==> src/rtl/ram_arbiter_pkg.sv <==
// Shared types and defaults for the RAM arbiter and its refresh timer.
package ram_arb_pkg;

    typedef enum logic [1:0] {
        IDLE    = 2'd0,
        CMD     = 2'd1,
        RELEASE = 2'd2
    } arb_state_e;

    typedef enum logic [1:0] {
        OWN_P0  = 2'd0,
        OWN_P1  = 2'd1,
        OWN_REF = 2'd2
    } arb_owner_e;

    localparam int DEFAULT_REFRESH_INTERVAL = 1560;
    localparam int DEFAULT_MAX_PENDING      = 8;

    // Bits needed to count postponed refresh ticks from 0 up to max_pending.
    function automatic int pending_width(input int max_pending);
        return $clog2(max_pending + 1);
    endfunction

endpackage

==> src/rtl/ram_arbiter_if.sv <==
// Requester-side and controller-side signals of the RAM arbiter.
// slave: the arbiter's view; master: the surrounding CPU ports and RAM controller.
interface ram_arbiter_if;

    logic        p0_req;
    logic        p1_req;
    logic        p0_we;
    logic        p1_we;
    logic [63:0] p0_addr;
    logic [63:0] p1_addr;
    logic [63:0] p0_wdata;
    logic [63:0] p1_wdata;
    logic        p0_gnt;
    logic        p1_gnt;
    logic        p0_done;
    logic        p1_done;
    logic [63:0] p0_rdata;
    logic [63:0] p1_rdata;
    logic [63:0] ram_address;
    logic        ram_read;
    logic        ram_write;
    logic [63:0] ram_wdata;
    logic        ram_refresh;
    logic [63:0] ram_rdata;
    logic        ram_done_n;

    modport slave (
        input  p0_req, p1_req, p0_we, p1_we, p0_addr, p1_addr, p0_wdata, p1_wdata,
        input  ram_rdata, ram_done_n,
        output p0_gnt, p1_gnt, p0_done, p1_done, p0_rdata, p1_rdata,
        output ram_address, ram_read, ram_write, ram_wdata, ram_refresh
    );

    modport master (
        output p0_req, p1_req, p0_we, p1_we, p0_addr, p1_addr, p0_wdata, p1_wdata,
        output ram_rdata, ram_done_n,
        input  p0_gnt, p1_gnt, p0_done, p1_done, p0_rdata, p1_rdata,
        input  ram_address, ram_read, ram_write, ram_wdata, ram_refresh
    );

endinterface

==> src/rtl/ram_arbiter_refresh_timer.sv <==
// Refresh schedule: interval down-counter plus saturating count of
// postponed refresh ticks, decremented when a refresh completes.
module ram_refresh_timer
    import ram_arb_pkg::*;
#(
    parameter int REFRESH_INTERVAL = DEFAULT_REFRESH_INTERVAL,
    parameter int MAX_PENDING      = DEFAULT_MAX_PENDING
) (
    input  logic clock,
    input  logic resetin,
    input  logic dec,
    output logic pending_nz,
    output logic pending_full
);

    localparam int PW = pending_width(MAX_PENDING);
    localparam int CW = $clog2(REFRESH_INTERVAL + 1);
    localparam logic [CW-1:0] RELOAD   = CW'(REFRESH_INTERVAL - 1);
    localparam logic [PW-1:0] PEND_MAX = PW'(MAX_PENDING);

    logic [CW-1:0] count;
    logic [PW-1:0] pending;
    logic          tick;

    assign tick = (count == '0);

    // Count down each cycle; reaching zero reloads and marks a refresh tick.
    always_ff @(posedge clock or negedge resetin) begin
        if (!resetin) begin
            count <= RELOAD;
        end else if (tick) begin
            count <= RELOAD;
        end else begin
            count <= count - CW'(1);
        end
    end

    // Ticks add work, completed refreshes remove it; both at once cancel and a tick at the cap is dropped.
    always_ff @(posedge clock or negedge resetin) begin
        if (!resetin) begin
            pending <= '0;
        end else begin
            case ({tick, dec})
                2'b10: if (pending != PEND_MAX) pending <= pending + PW'(1);
                2'b01: if (pending != '0)       pending <= pending - PW'(1);
                default: ;
            endcase
        end
    end

    assign pending_nz   = (pending != '0);
    assign pending_full = (pending == PEND_MAX);

endmodule

==> src/rtl/ram_arbiter.sv <==
// Round-robin arbiter of two 64-bit requesters onto a single RAM command
// port, interleaving DRAM refreshes with bounded postponement.
module ram_arbiter
    import ram_arb_pkg::*;
#(
    parameter int REFRESH_INTERVAL = DEFAULT_REFRESH_INTERVAL,
    parameter int MAX_PENDING      = DEFAULT_MAX_PENDING
) (
    input  logic         clock,
    input  logic         resetin,
    ram_arbiter_if.slave bus
);

    localparam logic [1:0] ST_IDLE    = 2'(IDLE);
    localparam logic [1:0] ST_CMD     = 2'(CMD);
    localparam logic [1:0] ST_RELEASE = 2'(RELEASE);
    localparam logic [1:0] OW_P0      = 2'(OWN_P0);
    localparam logic [1:0] OW_P1      = 2'(OWN_P1);
    localparam logic [1:0] OW_REF     = 2'(OWN_REF);

    logic [1:0]  state;
    logic [1:0]  owner;
    logic        last_p1;
    logic        pick_p1;
    logic        any_req;
    logic        take_refresh;
    logic        ref_dec;
    logic        pending_nz;
    logic        pending_full;
    logic        sel_we;
    logic [63:0] sel_addr;
    logic [63:0] sel_wdata;

    // On a tie hand the bus to the port that did not have it last time.
    always_comb begin
        pick_p1 = bus.p1_req;
        if (bus.p0_req && bus.p1_req) begin
            pick_p1 = ~last_p1;
        end
    end

    assign any_req      = bus.p0_req | bus.p1_req;
    assign take_refresh = pending_full | (~any_req & pending_nz);
    assign sel_we       = pick_p1 ? bus.p1_we    : bus.p0_we;
    assign sel_addr     = pick_p1 ? bus.p1_addr  : bus.p0_addr;
    assign sel_wdata    = pick_p1 ? bus.p1_wdata : bus.p0_wdata;
    assign ref_dec      = (state == ST_CMD) && !bus.ram_done_n && (owner == OW_REF);

    ram_refresh_timer #(
        .REFRESH_INTERVAL(REFRESH_INTERVAL),
        .MAX_PENDING     (MAX_PENDING)
    ) u_timer (
        .clock       (clock),
        .resetin     (resetin),
        .dec         (ref_dec),
        .pending_nz  (pending_nz),
        .pending_full(pending_full)
    );

    // Command sequencer: pick in IDLE, hold in CMD until done, wait out done in RELEASE.
    always_ff @(posedge clock or negedge resetin) begin
        if (!resetin) begin
            state           <= ST_IDLE;
            owner           <= OW_P0;
            last_p1         <= 1'b1;
            bus.p0_gnt      <= 1'b0;
            bus.p1_gnt      <= 1'b0;
            bus.p0_done     <= 1'b0;
            bus.p1_done     <= 1'b0;
            bus.p0_rdata    <= '0;
            bus.p1_rdata    <= '0;
            bus.ram_address <= '0;
            bus.ram_wdata   <= '0;
            bus.ram_read    <= 1'b0;
            bus.ram_write   <= 1'b0;
            bus.ram_refresh <= 1'b0;
        end else begin
            bus.p0_done <= 1'b0;
            bus.p1_done <= 1'b0;
            case (state)
                ST_IDLE: begin
                    if (take_refresh) begin
                        owner           <= OW_REF;
                        bus.ram_refresh <= 1'b1;
                        bus.ram_address <= '0;
                        bus.ram_wdata   <= '0;
                        state           <= ST_CMD;
                    end else if (any_req) begin
                        owner           <= pick_p1 ? OW_P1 : OW_P0;
                        bus.p0_gnt      <= ~pick_p1;
                        bus.p1_gnt      <= pick_p1;
                        bus.ram_address <= sel_addr;
                        bus.ram_wdata   <= sel_wdata;
                        bus.ram_read    <= ~sel_we;
                        bus.ram_write   <= sel_we;
                        state           <= ST_CMD;
                    end
                end
                ST_CMD: begin
                    if (!bus.ram_done_n) begin
                        case (owner)
                            OW_P0: begin
                                bus.p0_done <= 1'b1;
                                if (bus.ram_read) bus.p0_rdata <= bus.ram_rdata;
                                last_p1 <= 1'b0;
                            end
                            OW_P1: begin
                                bus.p1_done <= 1'b1;
                                if (bus.ram_read) bus.p1_rdata <= bus.ram_rdata;
                                last_p1 <= 1'b1;
                            end
                            default: ;
                        endcase
                        bus.p0_gnt      <= 1'b0;
                        bus.p1_gnt      <= 1'b0;
                        bus.ram_read    <= 1'b0;
                        bus.ram_write   <= 1'b0;
                        bus.ram_refresh <= 1'b0;
                        state           <= ST_RELEASE;
                    end
                end
                ST_RELEASE: begin
                    if (bus.ram_done_n) state <= ST_IDLE;
                end
                default: state <= ST_IDLE;
            endcase
        end
    end

endmodule

==> src/flat_wrapper.sv <==
// flat-port wrapper written by rule: the top's interface ports become plain ports
module ram_arbiter_flat import ram_arb_pkg::*;
#(
    parameter int REFRESH_INTERVAL = DEFAULT_REFRESH_INTERVAL,
    parameter int MAX_PENDING      = DEFAULT_MAX_PENDING
)
  (clock, resetin, bus_p0_req, bus_p1_req, bus_p0_we, bus_p1_we, bus_p0_addr, bus_p1_addr, bus_p0_wdata, bus_p1_wdata, bus_ram_rdata, bus_ram_done_n, bus_p0_gnt, bus_p1_gnt, bus_p0_done, bus_p1_done, bus_p0_rdata, bus_p1_rdata, bus_ram_address, bus_ram_read, bus_ram_write, bus_ram_wdata, bus_ram_refresh);
  ram_arbiter_if bus_i ();
  input  logic clock;
  input  logic resetin;
  input wire logic [$bits(bus_i.p0_req)-1:0] bus_p0_req;
  input wire logic [$bits(bus_i.p1_req)-1:0] bus_p1_req;
  input wire logic [$bits(bus_i.p0_we)-1:0] bus_p0_we;
  input wire logic [$bits(bus_i.p1_we)-1:0] bus_p1_we;
  input wire logic [$bits(bus_i.p0_addr)-1:0] bus_p0_addr;
  input wire logic [$bits(bus_i.p1_addr)-1:0] bus_p1_addr;
  input wire logic [$bits(bus_i.p0_wdata)-1:0] bus_p0_wdata;
  input wire logic [$bits(bus_i.p1_wdata)-1:0] bus_p1_wdata;
  input wire logic [$bits(bus_i.ram_rdata)-1:0] bus_ram_rdata;
  input wire logic [$bits(bus_i.ram_done_n)-1:0] bus_ram_done_n;
  output wire logic [$bits(bus_i.p0_gnt)-1:0] bus_p0_gnt;
  output wire logic [$bits(bus_i.p1_gnt)-1:0] bus_p1_gnt;
  output wire logic [$bits(bus_i.p0_done)-1:0] bus_p0_done;
  output wire logic [$bits(bus_i.p1_done)-1:0] bus_p1_done;
  output wire logic [$bits(bus_i.p0_rdata)-1:0] bus_p0_rdata;
  output wire logic [$bits(bus_i.p1_rdata)-1:0] bus_p1_rdata;
  output wire logic [$bits(bus_i.ram_address)-1:0] bus_ram_address;
  output wire logic [$bits(bus_i.ram_read)-1:0] bus_ram_read;
  output wire logic [$bits(bus_i.ram_write)-1:0] bus_ram_write;
  output wire logic [$bits(bus_i.ram_wdata)-1:0] bus_ram_wdata;
  output wire logic [$bits(bus_i.ram_refresh)-1:0] bus_ram_refresh;
  assign bus_i.p0_req = bus_p0_req;
  assign bus_i.p1_req = bus_p1_req;
  assign bus_i.p0_we = bus_p0_we;
  assign bus_i.p1_we = bus_p1_we;
  assign bus_i.p0_addr = bus_p0_addr;
  assign bus_i.p1_addr = bus_p1_addr;
  assign bus_i.p0_wdata = bus_p0_wdata;
  assign bus_i.p1_wdata = bus_p1_wdata;
  assign bus_i.ram_rdata = bus_ram_rdata;
  assign bus_i.ram_done_n = bus_ram_done_n;
  assign bus_p0_gnt = bus_i.p0_gnt;
  assign bus_p1_gnt = bus_i.p1_gnt;
  assign bus_p0_done = bus_i.p0_done;
  assign bus_p1_done = bus_i.p1_done;
  assign bus_p0_rdata = bus_i.p0_rdata;
  assign bus_p1_rdata = bus_i.p1_rdata;
  assign bus_ram_address = bus_i.ram_address;
  assign bus_ram_read = bus_i.ram_read;
  assign bus_ram_write = bus_i.ram_write;
  assign bus_ram_wdata = bus_i.ram_wdata;
  assign bus_ram_refresh = bus_i.ram_refresh;
  ram_arbiter #(.REFRESH_INTERVAL(REFRESH_INTERVAL), .MAX_PENDING(MAX_PENDING)) u_core (.clock(clock), .resetin(resetin), .bus(bus_i));
endmodule
==> config.mk <==
export PLATFORM = sky130hd
export DESIGN_NAME = ram_arbiter_flat
export DESIGN_NICKNAME = d
export VERILOG_FILES = /design/src/rtl/ram_arbiter_pkg.sv /design/src/rtl/ram_arbiter_if.sv /design/src/rtl/ram_arbiter_refresh_timer.sv /design/src/rtl/ram_arbiter.sv /design/src/flat_wrapper.sv
export SDC_FILE = /design/constraint.sdc
export NUM_CORES = 1
export LEC_CHECK = 0
export CORE_AREA = 2 2 228 230
export CTS_CLUSTER_DIAMETER = 40
export CTS_CLUSTER_SIZE = 16
export DETAILED_ROUTE_END_ITERATION = 7
export DIE_AREA = 0 0 230 232
export GPL_ROUTABILITY_DRIVEN = 0
export GPL_TIMING_DRIVEN = 0
export SLEW_MARGIN = 20
export SYNTH_ARGS = -nofsm -noshare
export SYNTH_HDL_FRONTEND = slang
export SYNTH_SLANG_ARGS = --single-unit
export TNS_END_PERCENT = 10
==> constraint.sdc <==
create_clock -name clock -period 3.18 [get_ports clock]
set_input_delay 0.636 -clock clock [delete_from_list [all_inputs] [get_ports clock]]
set_output_delay 0.636 -clock clock [all_outputs]
set_load 0.02 [all_outputs]
# After elaboration in Yosys (flattened, before gate mapping)
# Index checks and enable logic that the tools add are counted.
# classes
n_addsub	3
mul	0
div_mod_pow	0
n_lt_le_gt_ge	0
n_eq_ne	16
n_shift	0
n_mux	42
bitwise	8
reduce_logical	20
# op_table
cell	n
$mux 64	6
$mux 1	19
$mux 2	6
$pmux 1 s2	6
$reduce_and 3->1	4
$reduce_and 4->1	3
$logic_not 11->1	1
$mux 11	1
$sub 11x1->11 const B	1
$mux 4	2
$ne 2x2->1 const B	4
$pmux 4 s2	1
$reduce_bool 2->1	4
$eq 2x1->1 const B	3
$eq 2x2->1 const B	3
$ne 2x1->1 const B	3
$pmux 2 s3	1
$not 1->1	5
$add 4x1->4 const B	1
$eq 4x4->1 const B	1
$logic_not 2->1	2
$ne 4x4->1 const B	1
$reduce_bool 4->1	1
$sub 4x1->4 const B	1
6 further kinds	9
# word_totals
reg_bits	283
latch_bits	0
ramBits	0
rom_bits	0
out_inout_bits	263
elab_cells	105
mem_count	0

# Longest topological paths before layout
# depth
ltp_word	7
ltp_mapped	13
ltp_nobuf	12

# Modules after synthesis
# From an unflattened synthesis, not the netlist that was laid out.
# unflattened
cells_unflattened	952
hier_area_um2	12149.2
# modules_own_cells
module	n_inst	cells_per_inst	area_each_um2
ram_arbiter	1	878	11380.9
ram_refresh_timer	1	74	768.2

# Least setup slack after synthesis
# Ideal clock, no wire load.
# synth_timing
path_type	register -> register
start	reg u_core.u_timer.count[0]
end	reg u_core.u_timer.pending[3]
arrival_ns	2.788
path_slack_ns	0.267
stages_incl_launch_ff	12
path_cell_list	dfstp_2 inv_1 ha_1 or4b_1 clkbuf_1 nand2b_1 or3_1 ha_1 mux2_2 a21oi_1 o21ai_0 xnor2_1
# synth_between
elab_chain_cells	4
word_cells_on_any_way	8
# synth_lines
element	line	source
from (decl)	ram_arbiter_refresh_timer.sv:21	logic [CW-1:0] count;
from (signal assigned)	ram_arbiter_refresh_timer.sv:34	count <= count - CW'(1);
$logic_not 11->1 *	ram_arbiter_refresh_timer.sv:25	assign tick = (count == '0);
$eq 2x1->1 or $eq 2x2->1 (tied branches)	ram_arbiter_refresh_timer.sv:43	case ({tick, dec})
$ne 2x1->1 (no line) (tied with other cells)	--	
$reduce_and 3->1 (no line)	--	
to (signal assigned)	ram_arbiter_refresh_timer.sv:44	2'b10: if (pending != PEND_MAX) pending <= pending + PW'(1);
to (signal assigned)	ram_arbiter_refresh_timer.sv:45	2'b01: if (pending != '0) pending <= pending - PW'(1);
to (decl)	ram_arbiter_refresh_timer.sv:22	logic [PW-1:0] pending;
# Mark *: on every way between the ends. The rest lies on a longest branch, timed or not.
# A chain may end at the register's enable or synchronous reset.

# Final worst setup path
# layout_timing
start	reg u_core.u_timer.count[0]
end	reg u_core.u_timer.pending[2]
# The elaborated chain is that of the path after synthesis.

==> results.cfg <==
[critical_path]
crit_fanout = 7
worstSetupStartpointType = register
cp_cell_sequence = inv_1 > ha_1 > or4b_1 > clkbuf_1 > nand2b_1 > or3_4 > ha_2 > xor2_1 > ha_1 > a21oi_1 > xnor2_1 > nand2_1 > xnor2_1
startpoint = u_core.u_timer.count[0]$_DFF_PN1_
critPathCaptureType = register
worstPathRequired_ns = 3.65
cp.arrival_ns = 3.46
slowest_delay_ns = 0.44
crit_type = reg -> reg
r2r_start = u_core.u_timer.count[0]$_DFF_PN1_
cpMaxStageDelayCell = or4b_1

[placement]
port_buffers = 589
dp_hpwl_mm = 35.1
place_inst = 2229

[worst_hold_path]
min_from = u_core.u_timer.count[0]$_DFF_PN1_
hold_class = reg -> reg

[status]
outcome = complete, no violations

[clock_tree]
cts-root-buf = clkbuf_16
htree_levels = 2
clk_path_buf_depth = 3
clk_latency_ns = 0.59
cts_tree = yes
cts_buffers = 54
clk_pin_slew_worst_paths_ns = 0.05
cts_sinks = 283

[synth]
syn_area_um2 = 12200
synth_cell_types = 47
synth_edf_count = 0
ys_seq_area_share_pct = 58.2
synth_nets = 1289
syn_area_per_cell_um2 = 12.7
synthCells = 957
ys_ff_latch = 283
yosys_warnings = 0
synth-async-reset-ratio_pct = 100
ys.flop_type = dfrtp_1

[timing]
fin_crit_sh_pct = 94.1
clock.fmax_mhz = 334
worst_hold_slack_ns = 0.458
tns_ns = 0
setup_violations = 0
rsz0062_at_grt = no
finalCriticalPeriod_ns = 2.99
slew_headroom_pct = 35.9
drv_slew = 0
hold_viol = 0
clock_skew_ns = 0.0268
tightest_slew_ns = 0.961

[grt]
first_global_vias = 10500
grt_max_degree = 94
antenna_found_initial = 3
grt_overflow = 0
grt_pass1_wl_mm = 65.9
grt_usage_pct = 16.4

[routing]
drt-total-wl_mm = 44.8
wl_per_cell_um = 19.3
drc = 0
dr.first_iter.drc_count = 287
drt_pre_antenna_iters = 4
vias = 10000
ant_nets = 0
avgViaCountPerCell = 4.31

[layout]
final_util_pct = 41.0
nFillCells = 4862
syn2layout_area_growth_pct = 71.3
multi_input_area_um2 = 4750
diodes = 0
fin_nets = 1937
seqCellArea_um2 = 7090
drive_gt1_share_pct = 12.0
layout.cells.non_filler = 2325

[power]
p_leak_nw = 9.34
power_density_nw_per_um2 = 1020
vdd_drop_max_mv = 0.519

[die]
die-area_um2 = 53400
core_area_um2 = 50900
die_x_um = 230
io_pins = 590
num_rows = 83
start_util_pct = 23.9
fp.dieH_um = 232

[job]
max_cap_violations = 0
metrics by stage:
step | setup slack (ns) | power (mW) | area (um^2)
after CTS | 0.0484 | 21.6 | 20900
final | 0.186 | 21.3 | 20900
after detailed placement | -0.421 | 15.7 | 19000
after global placement | -11.14 | 15.6 | 18900
after global routing | 0.0102 | 22.4 | 20900
after floorplan | 0.267 | 10.7 | 12200
cell usage in the layout, fill, tap and decap left out, drive strengths merged, types with 3 or more instances in the layout:
cell             n
xor2             4
o21ai          135
buf             24
nor2            10
clkinvlp         6
inv             14
clkbuf         104
dfrtp          276
nand2b           4
clkinv          11
mux2           130
clkdlybuf4s50  588
mux2i          127
a22oi            3
bufinv           5
dfstp            7
ha               5
a21oi            6
nor4             4
o31ai            3
nand2          141
xnor2            5
nor3             3
nand3            5
per-layer routing:
metal / global-route usage, % / vias to the layer above / part of all wire [%]
met5: 0 / - / 0.054
met4: 6.79 / 4 / 3.7
met3: 5.12 / 82 / 8.6
met2: 27.8 / 478 / 49
met1: 19.1 / 4788 / 39
li1: - / 4663 / -
power by group:
part	switching, mW	internal [mW]
clock	2.00	3.67
sequential	0.960	5.25
combinational	4.91	4.48
total	7.87	13.4
cell usage after synthesis (all sizes together), types with 2 or more instances:
| cell type | number | area [um^2] |
|---|---|---|
| a211o | 2 | 17.5 |
| a21boi | 2 | 15.0 |
| a21oi | 6 | 30.0 |
| a22o | 2 | 17.5 |
| a22oi | 3 | 22.5 |
| a31oi | 2 | 12.5 |
| buf | 20 | 190 |
| clkbuf | 39 | 146 |
| dfrtp | 276 | 6910 |
| dfstp | 7 | 184 |
| ha | 5 | 62.6 |
| inv | 6 | 22.5 |
| mux2 | 130 | 1690 |
| mux2i | 127 | 1270 |
| nand2 | 141 | 529 |
| nand2b | 4 | 25.0 |
| nand3 | 5 | 37.5 |
| nand3b | 2 | 15.0 |
| nor2 | 10 | 53.8 |
| nor3 | 3 | 20.0 |
| nor4 | 4 | 25.0 |
| o21ai | 135 | 676 |
| o31ai | 3 | 22.5 |
| xnor2 | 5 | 43.8 |
| xor2 | 4 | 35.0 |
cell type report:
class,instances,share of cell area [%]
inverter,6,0.108
timing repair buffer,593,28.7
sequential,283,34.0
clock inverter,30,1.80
multi-input combinational,609,22.8
buffer,58,1.61
tap,680,4.08
clock buffer,66,6.93
what timing repair did:
action | 4_1_cts | 5_1_grt
setup buffers | 0 | 0
setup endpoints to repair | 7 | 6
pin swaps | 0 | 0
gates cloned | 0 | 0
hold buffers | 1 | 0
endpoints found under the hold margin | 33 | 0
gates resized for setup | 2 | 6
critical path, delay by kind of cell (launching register included):
family,cells,cell delay [ns]
AO/OA/AOI/OAI,1,0.14
XOR/XNOR,3,0.42
adder cells (fa/ha/maj),3,0.60
flip-flops,1,0.38
buffers and inverters,2,0.23
AND/OR/NAND/NOR,4,1.10
cells by family (layout without fill, tap and decap cells):
| logic type | count (synthesis) | after routing | synth area share (%) |
|---|---|---|---|
| xor+xnor | 9 | 9 | 0.647 |
| buf+inv | 65 | 753 | 2.95 |
| fa+ha+maj | 5 | 5 | 0.513 |
| simple gates | 176 | 176 | 6.24 |
| mux | 257 | 257 | 24.3 |
| compound gates | 162 | 162 | 7.16 |
| flops | 283 | 283 | 58.2 |
flip-flops by register name, indices dropped and copies added (netlist names):
name / flops
u_core.bus.p0_done: 1
u_core.bus.p0_gnt: 1
u_core.bus.p0_rdata: 64
u_core.bus.p1_done: 1
u_core.bus.p1_gnt: 1
u_core.bus.p1_rdata: 64
u_core.bus.ram_address: 64
u_core.bus.ram_read: 1
u_core.bus.ram_refresh: 1
u_core.bus.ram_wdata: 64
u_core.bus.ram_write: 1
u_core.last_p1: 1
u_core.owner: 2
u_core.state: 2
u_core.u_timer.count: 11
u_core.u_timer.pending: 4
worst paths after layout:
| path | end | slack [ns] | depth (start not counted) |
|---|---|---|---|
| setup / recovery | u_core.u_timer.pending[2]$_DFFE_PN0P_ | 0.19 | 13 |
| hold / removal | u_core.u_timer.count[0]$_DFF_PN1_ | 0.46 | 1 |
| setup reg to reg | u_core.u_timer.pending[2]$_DFFE_PN0P_ | 0.19 | 13 |
| hold reg to reg | u_core.u_timer.count[0]$_DFF_PN1_ | 0.46 | 1 |
| max in group asynchronous | u_core.bus.ram_wdata[48]$_DFFE_PN0P_ | 1.52 | 4 |
| min in group asynchronous | u_core.bus.ram_address[0]$_DFFE_PN0P_ | 0.55 | 2 |
Note: power is estimated with default switching activity, not from simulation.
